==> config.mk <==
export PLATFORM = sky130hd
export DESIGN_NAME = booth_final_add_flat
export DESIGN_NICKNAME = d
export VERILOG_FILES = /design/src/rtl/booth_pkg.sv /design/src/rtl/booth_final_add_if.sv /design/src/rtl/add3.sv /design/src/rtl/compress42.sv /design/src/rtl/booth_final_add.sv /design/src/flat_wrapper.sv
export SDC_FILE = /design/constraint.sdc
export NUM_CORES = 1
export LEC_CHECK = 0
export CAP_MARGIN = 10
export CORE_MARGIN = 5
export CORE_UTILIZATION = 52
export DETAILED_ROUTE_END_ITERATION = 12
export MAX_ROUTING_LAYER = met4
export PLACE_DENSITY = 0.85
export SYNTH_ARGS = -nofsm -noshare
export SYNTH_HDL_FRONTEND = slang
export SYNTH_SLANG_ARGS = --single-unit
export TNS_END_PERCENT = 30
==> constraint.sdc <==
create_clock -name clk -period 6.3 [get_ports clk]
set_input_delay 0.63 -clock clk [delete_from_list [all_inputs] [get_ports clk]]
set_output_delay 0.63 -clock clk [all_outputs]
set_load 0.005 [all_outputs]
==> src/rtl/booth_pkg.sv <==
// Shared widths and weight offsets for the Booth multiplier reduction stages.
package booth_pkg;

  localparam int PW     = 32;  // product width, all arithmetic mod 2^PW
  localparam int HALF   = 16;  // split point between low and high CPA stages
  localparam int C0_OFF = 4;   // weight of c0 relative to s0
  localparam int S1_OFF = 12;  // weight of s1 relative to s0
  localparam int C1_OFF = 16;  // weight of c1 relative to s0

  localparam int S0_W = 24;
  localparam int C0_W = 24;
  localparam int S1_W = 23;
  localparam int C1_W = 20;

  typedef logic [PW-1:0] word_t;

  // Shift an already zero-extended vector to its weight; bits above PW-1 fall off.
  function automatic word_t place(input word_t v, input int off);
    return v << off;
  endfunction

endpackage

==> src/rtl/booth_final_add_if.sv <==
// Handshake and data bundle between the compression stages and the final adder.
interface booth_final_add_if;
  import booth_pkg::*;

  logic            in_valid;
  logic            in_ready;
  logic [S0_W-1:0] s0;
  logic [C0_W-1:0] c0;
  logic [S1_W-1:0] s1;
  logic [C1_W-1:0] c1;
  logic            out_valid;
  logic            out_ready;
  logic [PW-1:0]   product;

  // Producer / consumer side (drives operands, accepts the product)
  modport master (
    output in_valid, s0, c0, s1, c1, out_ready,
    input  in_ready, out_valid, product
  );

  // Adder side
  modport slave (
    input  in_valid, s0, c0, s1, c1, out_ready,
    output in_ready, out_valid, product
  );
endinterface

==> src/rtl/add3.sv <==
// Single-bit full adder cell used to build the carry-save rows.
module add3 (
  input  logic a,
  input  logic b,
  input  logic c,
  output logic s,
  output logic co
);
  assign s  = a ^ b ^ c;
  assign co = (a & b) | (a & c) | (b & c);
endmodule

==> src/rtl/compress42.sv <==
// PW-bit 4:2 compressor: two rows of full adders. The returned carry vector is
// already shifted left by one, so sum + carry == x0 + x1 + x2 + x3 (mod 2^PW).
module compress42
  import booth_pkg::*;
(
  input  word_t x0,
  input  word_t x1,
  input  word_t x2,
  input  word_t x3,
  output word_t sum,
  output word_t carry
);
  word_t row1_s;
  word_t row1_c;
  word_t row1_c_sh;
  word_t row2_c;

  // Top carry bits of each row carry weight 2^PW and are discarded (mod 2^PW).
  logic unused_top_carries;
  assign unused_top_carries = row1_c[PW-1] ^ row2_c[PW-1];

  assign row1_c_sh = {row1_c[PW-2:0], 1'b0};
  assign carry     = {row2_c[PW-2:0], 1'b0};

  generate
    for (genvar gi = 0; gi < PW; gi++) begin : g_bit
      add3 u_row1 (
        .a  (x0[gi]),
        .b  (x1[gi]),
        .c  (x2[gi]),
        .s  (row1_s[gi]),
        .co (row1_c[gi])
      );
      add3 u_row2 (
        .a  (row1_s[gi]),
        .b  (row1_c_sh[gi]),
        .c  (x3[gi]),
        .s  (sum[gi]),
        .co (row2_c[gi])
      );
    end
  endgenerate
endmodule

==> src/rtl/booth_final_add.sv <==
// Final Booth reduction: 4:2 merge of two sum/carry pairs, then a split
// low/high carry-propagate adder. Three register stages with a valid/ready chain.
module booth_final_add
  import booth_pkg::*;
(
  input  logic               clk,
  input  logic               rst_n,
  booth_final_add_if.slave   bus
);
  localparam int HW = PW - HALF;

  // Stage valid bits
  logic v1_q, v1_d, v2_q, v2_d, v3_q, v3_d;
  // Stage 1 data: compressed sum/carry pair
  word_t s_q, s_d, c_q, c_d;
  // Stage 2 data: low half result, its carry-out, upper halves passed through
  logic [HALF-1:0] lo_q, lo_d;
  logic            cy_q, cy_d;
  logic [HW-1:0]   shi_q, shi_d, chi_q, chi_d;
  // Stage 3 data: final product
  word_t prod_q, prod_d;

  logic rdy1, rdy2, rdy3;
  word_t cmp_sum, cmp_carry;
  logic [HALF:0] lo_sum;
  logic [HW-1:0] hi_sum;

  compress42 u_compress (
    .x0    (place(word_t'(bus.s0), 0)),
    .x1    (place(word_t'(bus.c0), C0_OFF)),
    .x2    (place(word_t'(bus.s1), S1_OFF)),
    .x3    (place(word_t'(bus.c1), C1_OFF)),
    .sum   (cmp_sum),
    .carry (cmp_carry)
  );

  // Ready chain, next-state valids and load-enabled data for all three stages
  always_comb begin
    rdy3 = !v3_q || bus.out_ready;
    rdy2 = !v2_q || rdy3;
    rdy1 = !v1_q || rdy2;

    v1_d = rdy1 ? bus.in_valid : v1_q;
    v2_d = rdy2 ? v1_q : v2_q;
    v3_d = rdy3 ? v2_q : v3_q;

    lo_sum = {1'b0, s_q[HALF-1:0]} + {1'b0, c_q[HALF-1:0]};
    hi_sum = shi_q + chi_q + {{(HW-1){1'b0}}, cy_q};

    s_d    = s_q;
    c_d    = c_q;
    lo_d   = lo_q;
    cy_d   = cy_q;
    shi_d  = shi_q;
    chi_d  = chi_q;
    prod_d = prod_q;

    // Data only moves when a valid item actually enters a stage; otherwise hold.
    if (rdy1 && bus.in_valid) begin
      s_d = cmp_sum;
      c_d = cmp_carry;
    end
    if (rdy2 && v1_q) begin
      lo_d  = lo_sum[HALF-1:0];
      cy_d  = lo_sum[HALF];
      shi_d = s_q[PW-1:HALF];
      chi_d = c_q[PW-1:HALF];
    end
    if (rdy3 && v2_q) begin
      prod_d = {hi_sum, lo_q};
    end
  end

  // Valid bits and the visible product are cleared by reset
  always_ff @(posedge clk) begin
    if (!rst_n) begin
      v1_q   <= 1'b0;
      v2_q   <= 1'b0;
      v3_q   <= 1'b0;
      prod_q <= '0;
    end else begin
      v1_q   <= v1_d;
      v2_q   <= v2_d;
      v3_q   <= v3_d;
      prod_q <= prod_d;
    end
  end

  // Internal data registers need no reset: they are qualified by the valid bits
  always_ff @(posedge clk) begin
    s_q   <= s_d;
    c_q   <= c_d;
    lo_q  <= lo_d;
    cy_q  <= cy_d;
    shi_q <= shi_d;
    chi_q <= chi_d;
  end

  assign bus.in_ready  = rdy1;
  assign bus.out_valid = v3_q;
  assign bus.product   = prod_q;
endmodule
==> src/flat_wrapper.sv <==
// flat-port wrapper written by rule: the top's interface ports become plain ports
module booth_final_add_flat import booth_pkg::*;
  (clk, rst_n, bus_in_valid, bus_s0, bus_c0, bus_s1, bus_c1, bus_out_ready, bus_in_ready, bus_out_valid, bus_product);
  booth_final_add_if bus_i ();
  input  logic clk;
  input  logic rst_n;
  input wire logic [$bits(bus_i.in_valid)-1:0] bus_in_valid;
  input wire logic [$bits(bus_i.s0)-1:0] bus_s0;
  input wire logic [$bits(bus_i.c0)-1:0] bus_c0;
  input wire logic [$bits(bus_i.s1)-1:0] bus_s1;
  input wire logic [$bits(bus_i.c1)-1:0] bus_c1;
  input wire logic [$bits(bus_i.out_ready)-1:0] bus_out_ready;
  output wire logic [$bits(bus_i.in_ready)-1:0] bus_in_ready;
  output wire logic [$bits(bus_i.out_valid)-1:0] bus_out_valid;
  output wire logic [$bits(bus_i.product)-1:0] bus_product;
  assign bus_i.in_valid = bus_in_valid;
  assign bus_i.s0 = bus_s0;
  assign bus_i.c0 = bus_c0;
  assign bus_i.s1 = bus_s1;
  assign bus_i.c1 = bus_c1;
  assign bus_i.out_ready = bus_out_ready;
  assign bus_in_ready = bus_i.in_ready;
  assign bus_out_valid = bus_i.out_valid;
  assign bus_product = bus_i.product;
  booth_final_add u_core (.clk(clk), .rst_n(rst_n), .bus(bus_i));
endmodule
==> summary.txt, run 1 <==
Run status
  – Run status: finished clean

Critical path
  – Required time at the endpoint of the critical path: 6.63 ns
  – Critical Path Sink Type: flip-flop
  – Category of the critical setup timing path: reg2reg
  – Maximum cell stage delay along the critical path: 0.52 ns
  – Critical path's top delay family: compound AO/OA/AOI/OAI gates
  – Worst-path fanout max: 3
  – Count of buffering cells on the critical path with inverters included: 0
  – Slowest stage cell on the critical path: fa_1
  – Setup crit start kind: flip-flop
  – Cell repeated most along the worst path: fa_1
  – Arrival time at the worst endpoint: 3.26 ns
  – Sequence of cells on the critical path: fa_1 > fa_1 > a211o_1 > a21oi_1 > nor3_1 > o32ai_1 > nand4_1 > o211ai_1

Finish
  – Antenna cell count: 0
  – Final-stage net count: 770
  – Share of layout cells above drive strength 1: 0.0687
  – Post-synthesis to final-layout area growth: 30.3%
  – Most frequent cells in the layout: 121 x clkdlybuf4s50_1, 107 x edfxtp_1, 54 x nand2_1, 49 x ha_1, 35 x dfxtp_1
  – Most frequent standard cell in the layout excluding fill and tap cells: clkdlybuf4s50_1
  – Fillers: 854

Power and ir drop
  – Leakage: 3.21 nW
  – Clock Power Share: 0.373
  – Pwr per Cell Area: 283 nW/um^2
  – Internal power consumption: 0.00185 W
  – Max VDD drop: 0.173 mV
  – Share of total power in sequential cells: 0.479
  – Switching power: 0.000556 W
  – Switching Fraction: 0.231
  – Part of the power in combinational logic: 0.148

CTS
  – Max clock buf depth: 2
  – Clock H-tree levels: 4
  – # hold bufs at CTS: 0
  – Cell chosen for the clock root: clkbuf_16
  – CTS tree: yes
  – Worst-skew pair later-pin latency: 0.42 ns
  – Resized cells post-CTS: 0
  – TritonCTS Buffers: 17
  – Clock net sink count: 142
  – Number of post-CTS setup repair buffers: 0
  – Clock-pin slew on the worst setup and hold paths: 0.06 ns

STA
  – Setup tns final: 0 ns
  – Final worst setup slack: 3.37 ns
  – Time the final worst path needs with I/O delays and setup: 2.93 ns
  – Number of hold violations in the final report: 0
  – Number of max-slew violations in the final report: 0
  – Final clock skew: 0.00685 ns
  – Setup repair after global routing missed its margin: false
  – Post-route fraction of the period consumed by the critical path: 0.465
  – Final setup vio count: 0
  – Tightest slew margin relative to the limit: 0.503
  – Maximum clock rate: 341 MHz
  – Actual slew at the worst max-slew pin: 0.745 ns

Synth
  – Number of synthesized register bits: 142
  – Share of the yosys chip area belonging to registers: 0.600
  – Commonest register cell after synthesis: edfxtp_1
  – Avg Inst Size Synth: 14.1 um^2
  – Asr flop ratio synth: 0
  – Netlist area before placement: 6520 um^2
  – Number of instances in the synthesized netlist: 464
  – Synth unique cells: 53
  – Number of nets produced by synthesis: 636
  – Syn. warnings: 0
  – Number of synthesized flops with an enable pin: 107

Detailed routing
  – Number of antenna-violating nets in the routed design: 0
  – Detail-routed via count per cell: 5.13
  – Number of remaining DRC errors: 0
  – Iteration-0 DRC Markers: 242
  – First-pass detailed-route iteration total: 4
  – Total routed wirelength: 12,000 um
  – Total via count after detailed routing: 4,018
  – WL/cell: 15.4 um

Job
  – Max capacitance violation total: 0

Floorplanning
  – Effective utilization at floorplan: 0.523
  – Floorplan Core Area: 12,500 um^2
  – Number of placement rows: 41
  – Horizontal die dimension: 122 um
  – Die Height: 122 um
  – Number of top-level design ports: 129
  – Die Outline Area: 14,900 um^2

Placement
  – Estimated wirelength of the detail-placed design: 8790 um
  – Post-placement setup slack: 3.19 ns
  – Final weighted congestion in routability-driven placement: 0.810
  – Count of buffers inserted at the top-level ports: 121

Global routing
  – Combined global-route utilization of all metal layers: 0.180
  – Leftover overflow at the end of global routing: 0
  – Number of global-route vias before repair: 4,284
  – Wire length of the first global-routing pass: 19,700 um
  – Number of antenna violations at the first check in global routing: 0
  – Maximum number of pins on one net before global-route repair: 59

Hold path
  – Path type of the worst min-delay path: reg2reg
layer usage:
metal	vias to the layer above	global-route usage	wire length, um
met4	0	0.0777	304
met5	-	-	0
met2	122	0.302	6210
li1	1953	-	-
met1	1915	0.199	4890
met3	28	0.0539	622
path summary, 6_finish.rpt:
path                                       from                endpoint  slack (ns)  depth (start not counted)
worst max-delay path            u_core.chi_q[0]  u_core.bus.product[28]        3.37                          8
worst min-delay path             u_core.s_q[19]         u_core.shi_q[3]        0.41                          0
worst max register to register  u_core.chi_q[0]  u_core.bus.product[28]        3.37                          8
worst min register to register   u_core.s_q[19]         u_core.shi_q[3]        0.41                          0
metrics by stage:
step                cells  utilization  power, W  cell area (um^2)  hold slack (ns)
floorplan             464            -   0.00138              6520            0.400
global placement      751        0.639   0.00151              7970            0.403
detailed placement    751        0.639   0.00153              7970            0.405
CTS                   783        0.682   0.00243              8500            0.410
global route          783        0.682   0.00252              8500            0.419
finish                783        0.682   0.00241              8500            0.411
Yosys cell counts, types with 2 or more instances:
cell type    n  area share
o21bai_1     2      0.0023
nand4_1      2      0.0019
nor2_1      11      0.0063
buf_2        3      0.0023
a21boi_1    20       0.023
a21oi_1     14       0.011
o21a_1       4      0.0046
inv_1       24       0.014
a21o_1       8      0.0092
dfxtp_1     35        0.11
xnor2_1     11       0.015
clkbuf_1     8      0.0046
fa_1        28       0.086
nand2_1     54       0.031
xor2_1       4      0.0054
o21ai_0      4      0.0031
and2_1       6      0.0058
a31oi_1      2      0.0019
ha_1        49       0.094
o21ai_1     14       0.011
edfxtp_1   107        0.49
nand3_1     12      0.0092
nor3_1       6      0.0046
nor2b_1      4      0.0038
nand4b_1     2      0.0027
o211ai_1     3      0.0035
sequential cells by signal, summed over array words and instances, names as in the netlist:
signal / flops
u_core.bus.product: 32
u_core.s_q: 32
u_core.c_q: 26
u_core.chi_q: 16
u_core.lo_q: 16
u_core.shi_q: 16
u_core.bus.out_valid: 1
u_core.cy_q: 1
u_core.v1_q: 1
u_core.v2_q: 1
kinds of logic after synthesis:
| logic type | Yosys count | synth area share |
|---|---|---|
| fa+ha+maj | 77 | 0.180 |
| buf+inv | 35 | 0.0207 |
| flops | 142 | 0.600 |
| xor+xnor | 16 | 0.0244 |
| simple gates | 107 | 0.0793 |
| compound gates | 87 | 0.0954 |
final cells by class:
class / instances / area, um^2 / area share
Inverter: 24 / 90.1 / 0.0106
Sequential cell: 142 / 3910 / 0.461
Clock inverter: 9 / 72.6 / 0.00854
Timing Repair Buffer: 126 / 1250 / 0.147
Tap cell: 172 / 215 / 0.0253
Multi-Input combinational cell: 287 / 2500 / 0.294
Clock buffer: 23 / 458 / 0.0539
power groups by stage:
stage               sequential [W]  clock [W]  combinational [W]
finish                     0.00115   0.000897           0.000358
global route               0.00116   0.000956           0.000406
CTS                        0.00115   0.000915           0.000360
detailed placement         0.00117          0           0.000356
global placement           0.00117          0           0.000338
floorplan                  0.00117          0           0.000215
Note: power is estimated with default switching activity, not from simulation.
==> inputs of run 2 (changes only) <==
Clock period 6.3 ns to 2.7 ns, I/O delays scaled along.
==> run 2 against run 1 <==
Effect of this change: fmax is 16% higher; sequential power is 130% higher; clock power grew to 2.7 times the previous value.
==> summary.txt, run 2 (synthesized netlist as in run 1, its figures left out) <==
Global routing
  – Maximum number of pins on one net before global-route repair: 59
  – Number of antenna violations at the first check in global routing: 0
  – Wire length of the first global-routing pass: 20,400 um
  – Combined global-route utilization of all metal layers: 0.186
  – Leftover overflow at the end of global routing: 0
  – Number of global-route vias before repair: 4,325

Floorplanning
  – Die Outline Area: 14,900 um^2
  – Number of placement rows: 41
  – Floorplan Core Area: 12,500 um^2
  – Effective utilization at floorplan: 0.523
  – Horizontal die dimension: 122 um
  – Die Height: 122 um
  – Number of top-level design ports: 129

Finish
  – Final-stage net count: 775
  – Share of layout cells above drive strength 1: 0.0909
  – Post-synthesis to final-layout area growth: 32.9%
  – Total area of multi-input combinational cells: 2520 um^2
  – Fillers: 856
  – Number of non-filler instances in the completed layout: 788
  – Most frequent cells in the layout: 121 x clkdlybuf4s50_1, 107 x edfxtp_1, 54 x nand2_1, 49 x ha_1, 35 x dfxtp_1
  – Storage element area: 3910 um^2
  – Antenna cell count: 0
  – Most frequent standard cell in the layout excluding fill and tap cells: clkdlybuf4s50_1
  – Utilization after layout: 0.695

Placement
  – Final weighted congestion in routability-driven placement: 0.872
  – Total placed cells including tap cells: 756
  – Count of buffers inserted at the top-level ports: 121
  – Estimated wirelength of the detail-placed design: 9030 um

STA
  – Final setup vio count: 0
  – Time the final worst path needs with I/O delays and setup: 2.53 ns
  – Setup repair after global routing missed its margin: false
  – Number of hold violations in the final report: 0
  – Tightest slew margin relative to the limit: 0.561
  – Number of max-slew violations in the final report: 0
  – Post-route fraction of the period consumed by the critical path: 0.939
  – Maximum clock rate: 395 MHz
  – Final clock skew: 0.00459 ns
  – Actual slew at the worst max-slew pin: 0.655 ns

CTS
  – TritonCTS Buffers: 17
  – Clock-pin slew on the worst setup and hold paths: 0.06 ns
  – CTS tree: yes
  – Number of post-CTS setup repair buffers: 0
  – Max clock buf depth: 2
  – Cell chosen for the clock root: clkbuf_16
  – Clock H-tree levels: 4
  – Worst-skew pair later-pin latency: 0.41 ns
  – Clock net sink count: 142

Power and ir drop
  – Leakage: 3.29 nW
  – Max VDD drop: 0.421 mV
  – Total power: 0.00597 W
  – Pwr per Cell Area: 689 nW/um^2

Detailed routing
  – Iteration-0 DRC Markers: 231
  – Number of antenna-violating nets in the routed design: 0
  – Total routed wirelength: 12,500 um
  – Number of remaining DRC errors: 0
  – WL/cell: 15.8 um
  – Detail-routed via count per cell: 5.14
  – Total via count after detailed routing: 4,047
  – First-pass detailed-route iteration total: 4

Critical path
  – Category of the critical setup timing path: reg2reg
  – Required time at the endpoint of the critical path: 3.03 ns
  – Maximum cell stage delay along the critical path: 0.45 ns
  – Setup crit start kind: flip-flop
  – Count of buffering cells on the critical path with inverters included: 0
  – R2r startpoint: u_core.chi_q[0]
  – Slowest stage cell on the critical path: fa_1
  – Worst setup path startpoint: u_core.chi_q[0]
  – Worst-path fanout max: 3
  – Arrival time at the worst endpoint: 2.86 ns
  – Critical path's top delay family: compound AO/OA/AOI/OAI gates
  – Critical Path Sink Type: flip-flop
  – Sequence of cells on the critical path: fa_2 > fa_1 > a211o_1 > a21oi_2 > nor3_1 > o32ai_1 > nand4_1 > o211ai_1

Run status
  – Run status: finished clean

Hold path
  – Path type of the worst min-delay path: reg2reg
  – Hold path start: u_core.c_q[23]

Job
  – Max capacitance violation total: 0
==> run 2: cell count changes in the layout (fill, tap and decap cells not counted), sizes merged <==
cell | previous run | this run
buf | 5 | 10
clkbuf | 23 | 20
clkinv | 6 | 3
inv | 24 | 27
bufinv | 1 | 3
clkinvlp | 2 | 3
==> run 2: final cells by class <==
class                   count  share of cell area
clock buffers              20              0.0538
clock inverters            12              0.0182
inverters                  24              0.0104
multi-input cells         287               0.291
flip-flops and latches    142               0.452
well taps                 172              0.0248
repair buffers            131               0.150
==> run 2: per-layer routing <==
layer	vias up	part of all wire	track usage
li1	1962	-	-
met4	0	0.020	0.0728
met1	1940	0.41	0.213
met5	-	0	-
met2	125	0.52	0.316
met3	20	0.050	0.0460
==> run 2: repair_timing <==
action,in CTS,in global routing
resized for setup,1,3
hold buffers,0,0
setup endpoints to repair,1,4
pin swaps,0,2
==> run 2: worst paths after layout <==
kind	end	slack [ns]	cells after the start
max reg2reg	u_core.bus.product[28]	0.17	8
min	u_core.chi_q[7]	0.42	0
min reg2reg	u_core.chi_q[7]	0.42	0
max	u_core.bus.product[28]	0.17	8
==> run 2: through the flow <==
step / setup TNS (ns) / hold slack (ns) / setup slack (ns) / area, um^2
3_5_place_dp: 0 / 0.405 / 0.00830 / 8020
5_1_grt: 0 / 0.421 / 0.0489 / 8670
2_1_floorplan: -4.21 / 0.369 / -0.0726 / 6530
4_1_cts: 0 / 0.418 / 0.0639 / 8650
3_3_place_gp: 0 / 0.403 / 0.0366 / 8020
6_report: 0 / 0.418 / 0.166 / 8670
==> run 2: where the power goes <==
part | internal (W) | switching [W] | total, W
Sequential | 0.00262 | 0.0000735 | 0.00269
Clock | 0.00153 | 0.000875 | 0.00241
Combinational | 0.000448 | 0.000424 | 0.000872
Total | 0.00460 | 0.00137 | 0.00597
==> inputs of run 3 (changes only) <==
Settings changed: SKIP_CTS_REPAIR_TIMING set to 1.
==> run 3 against run 2 <==
Effect of this change: worst setup slack got worse by 0.010 ns; critical path type unchanged; highest routed layer unchanged; critical endpoint unchanged; die area stayed put; flip-flop and latch count unchanged.
==> summary.txt, run 3 (synthesized netlist as in run 1, its figures left out) <==
Placement
  – Count of buffers inserted at the top-level ports: 121
  – Estimated wirelength of the detail-placed design: 9030 um
  – Total placed cells including tap cells: 756
  – Final weighted congestion in routability-driven placement: 0.872

Power and ir drop
  – Max VDD drop: 0.421 mV
  – Internal power consumption: 0.00460 W
  – Clock Power Share: 0.403
  – Share of total power in sequential cells: 0.451
  – Pwr per Cell Area: 689 nW/um^2
  – Switching Fraction: 0.229
  – Part of the power in combinational logic: 0.146
  – Switching power: 0.00137 W
  – Leakage: 3.29 nW
  – Total power: 0.00597 W

Hold path
  – Path type of the worst min-delay path: reg2reg

Floorplanning
  – Die Outline Area: 14,900 um^2
  – Die Height: 122 um
  – Horizontal die dimension: 122 um
  – Number of placement rows: 41
  – Effective utilization at floorplan: 0.523
  – Floorplan Core Area: 12,500 um^2
  – Number of top-level design ports: 129

Finish
  – Number of non-filler instances in the completed layout: 788
  – Share of layout cells above drive strength 1: 0.0909
  – Final-stage net count: 775
  – Most frequent standard cell in the layout excluding fill and tap cells: clkdlybuf4s50_1
  – Utilization after layout: 0.695
  – Most frequent cells in the layout: 121 x clkdlybuf4s50_1, 107 x edfxtp_1, 54 x nand2_1, 49 x ha_1, 35 x dfxtp_1
  – Fillers: 856
  – Post-synthesis to final-layout area growth: 32.9%
  – Antenna cell count: 0

STA
  – Maximum clock rate: 393 MHz
  – Worst hold-check slack: 0.418 ns
  – Setup repair after global routing missed its margin: false
  – Tightest slew margin relative to the limit: 0.558
  – Number of hold violations in the final report: 0
  – Time the final worst path needs with I/O delays and setup: 2.54 ns
  – Actual slew at the worst max-slew pin: 0.660 ns
  – Post-route fraction of the period consumed by the critical path: 0.942
  – Final clock skew: 0.00546 ns
  – Number of max-slew violations in the final report: 0
  – Final setup vio count: 0

CTS
  – CTS tree: yes
  – Worst-skew pair later-pin latency: 0.41 ns
  – TritonCTS Buffers: 17
  – Clock H-tree levels: 4
  – Max clock buf depth: 2
  – Clock net sink count: 142
  – Clock-pin slew on the worst setup and hold paths: 0.06 ns
  – Cell chosen for the clock root: clkbuf_16

Critical path
  – Endpoint of the lowest-slack register-to-register path: u_core.bus.product[28]
  – Worst setup path startpoint: u_core.chi_q[0]
  – Required time at the endpoint of the critical path: 3.02 ns
  – Arrival time at the worst endpoint: 2.87 ns
  – Register-to-Register Path Depth: 8
  – R2r startpoint: u_core.chi_q[0]
  – Flop2flop setup slack: 0.16 ns
  – Critical Path Sink Type: flip-flop
  – Worst-path fanout max: 3
  – Category of the critical setup timing path: reg2reg
  – Setup crit start kind: flip-flop
  – Endpoint of the most critical setup path: u_core.bus.product[28]

Global routing
  – Wire length of the first global-routing pass: 20,300 um
  – Number of global-route vias before repair: 4,315
  – Number of antenna violations at the first check in global routing: 0
  – Maximum number of pins on one net before global-route repair: 59
  – Leftover overflow at the end of global routing: 0
  – Combined global-route utilization of all metal layers: 0.185

Detailed routing
  – Total routed wirelength: 12,500 um
  – Detail-routed via count per cell: 5.15
  – Number of remaining DRC errors: 0
  – Total via count after detailed routing: 4,061
  – First-pass detailed-route iteration total: 4
  – WL/cell: 15.8 um
  – Iteration-0 DRC Markers: 249
  – Number of antenna-violating nets in the routed design: 0

Run status
  – Run status: finished clean

Job
  – Max capacitance violation total: 0
[run 3: cell counts in the layout (fill, tap and decap cells not counted)]
Identical to the previous run, type by type.
[run 3: final cells by class]
| cell class | instances | area [um^2] | area share |
|---|---|---|---|
| Multi-Input combinational cell | 287 | 2520 | 0.291 |
| Clock buffer | 20 | 467 | 0.0538 |
| Tap cell | 172 | 215 | 0.0248 |
| Sequential cell | 142 | 3910 | 0.452 |
| Clock inverter | 12 | 158 | 0.0182 |
| Inverter | 24 | 90.1 | 0.0104 |
| Timing Repair Buffer | 131 | 1300 | 0.150 |
[run 3: power by group through the flow]
stage               Combinational, W  Sequential (W)  Clock (W)
finish                      0.000871         0.00269    0.00241
global route                0.000986         0.00271    0.00256
CTS                         0.000864         0.00270    0.00245
detailed placement          0.000849         0.00274          0
global placement            0.000806         0.00272          0
floorplan                   0.000503         0.00272          0
[run 3: worst min-delay path by stage]
stage,from,end,slack [ns],depth (start not counted)
after floorplan,bus_s0[0],u_core.s_q[0],0.37,0
after global placement,u_core.s_q[5],u_core.lo_q[5],0.40,0
after detailed placement,u_core.c_q[18],u_core.chi_q[2],0.40,0
after CTS,u_core.s_q[20],u_core.shi_q[4],0.42,0
after global routing,bus_s0[1],u_core.s_q[1],0.42,1
final,u_core.s_q[20],u_core.shi_q[4],0.42,0
[run 3: worst max-delay path, stage by stage, from the launching register on]
cell and delay (ns):
edfxtp_1 0.41, fa_2 0.43, fa_1 0.45, a211o_1 0.32, a21oi_2 0.18, nor3_1 0.11, o32ai_1 0.29, nand4_1 0.13
o211ai_1 0.14
[run 3: per-layer routing]
layer	vias up	wire, um	track usage
met5	-	0	-
met4	0	236	0.0714
met3	16	651	0.0460
met2	134	6490	0.315
met1	1946	5080	0.211
li1	1965	-	-
[run 3: through the flow]
step	instance area, um^2	setup TNS, ns	setup slack (ns)
floorplan	6530	-4.21	-0.0726
global placement	8020	0	0.0366
detailed placement	8020	0	0.00830
CTS	8640	-0.0134	-0.0134
global route	8670	0	0.0489
finish	8670	0	0.156
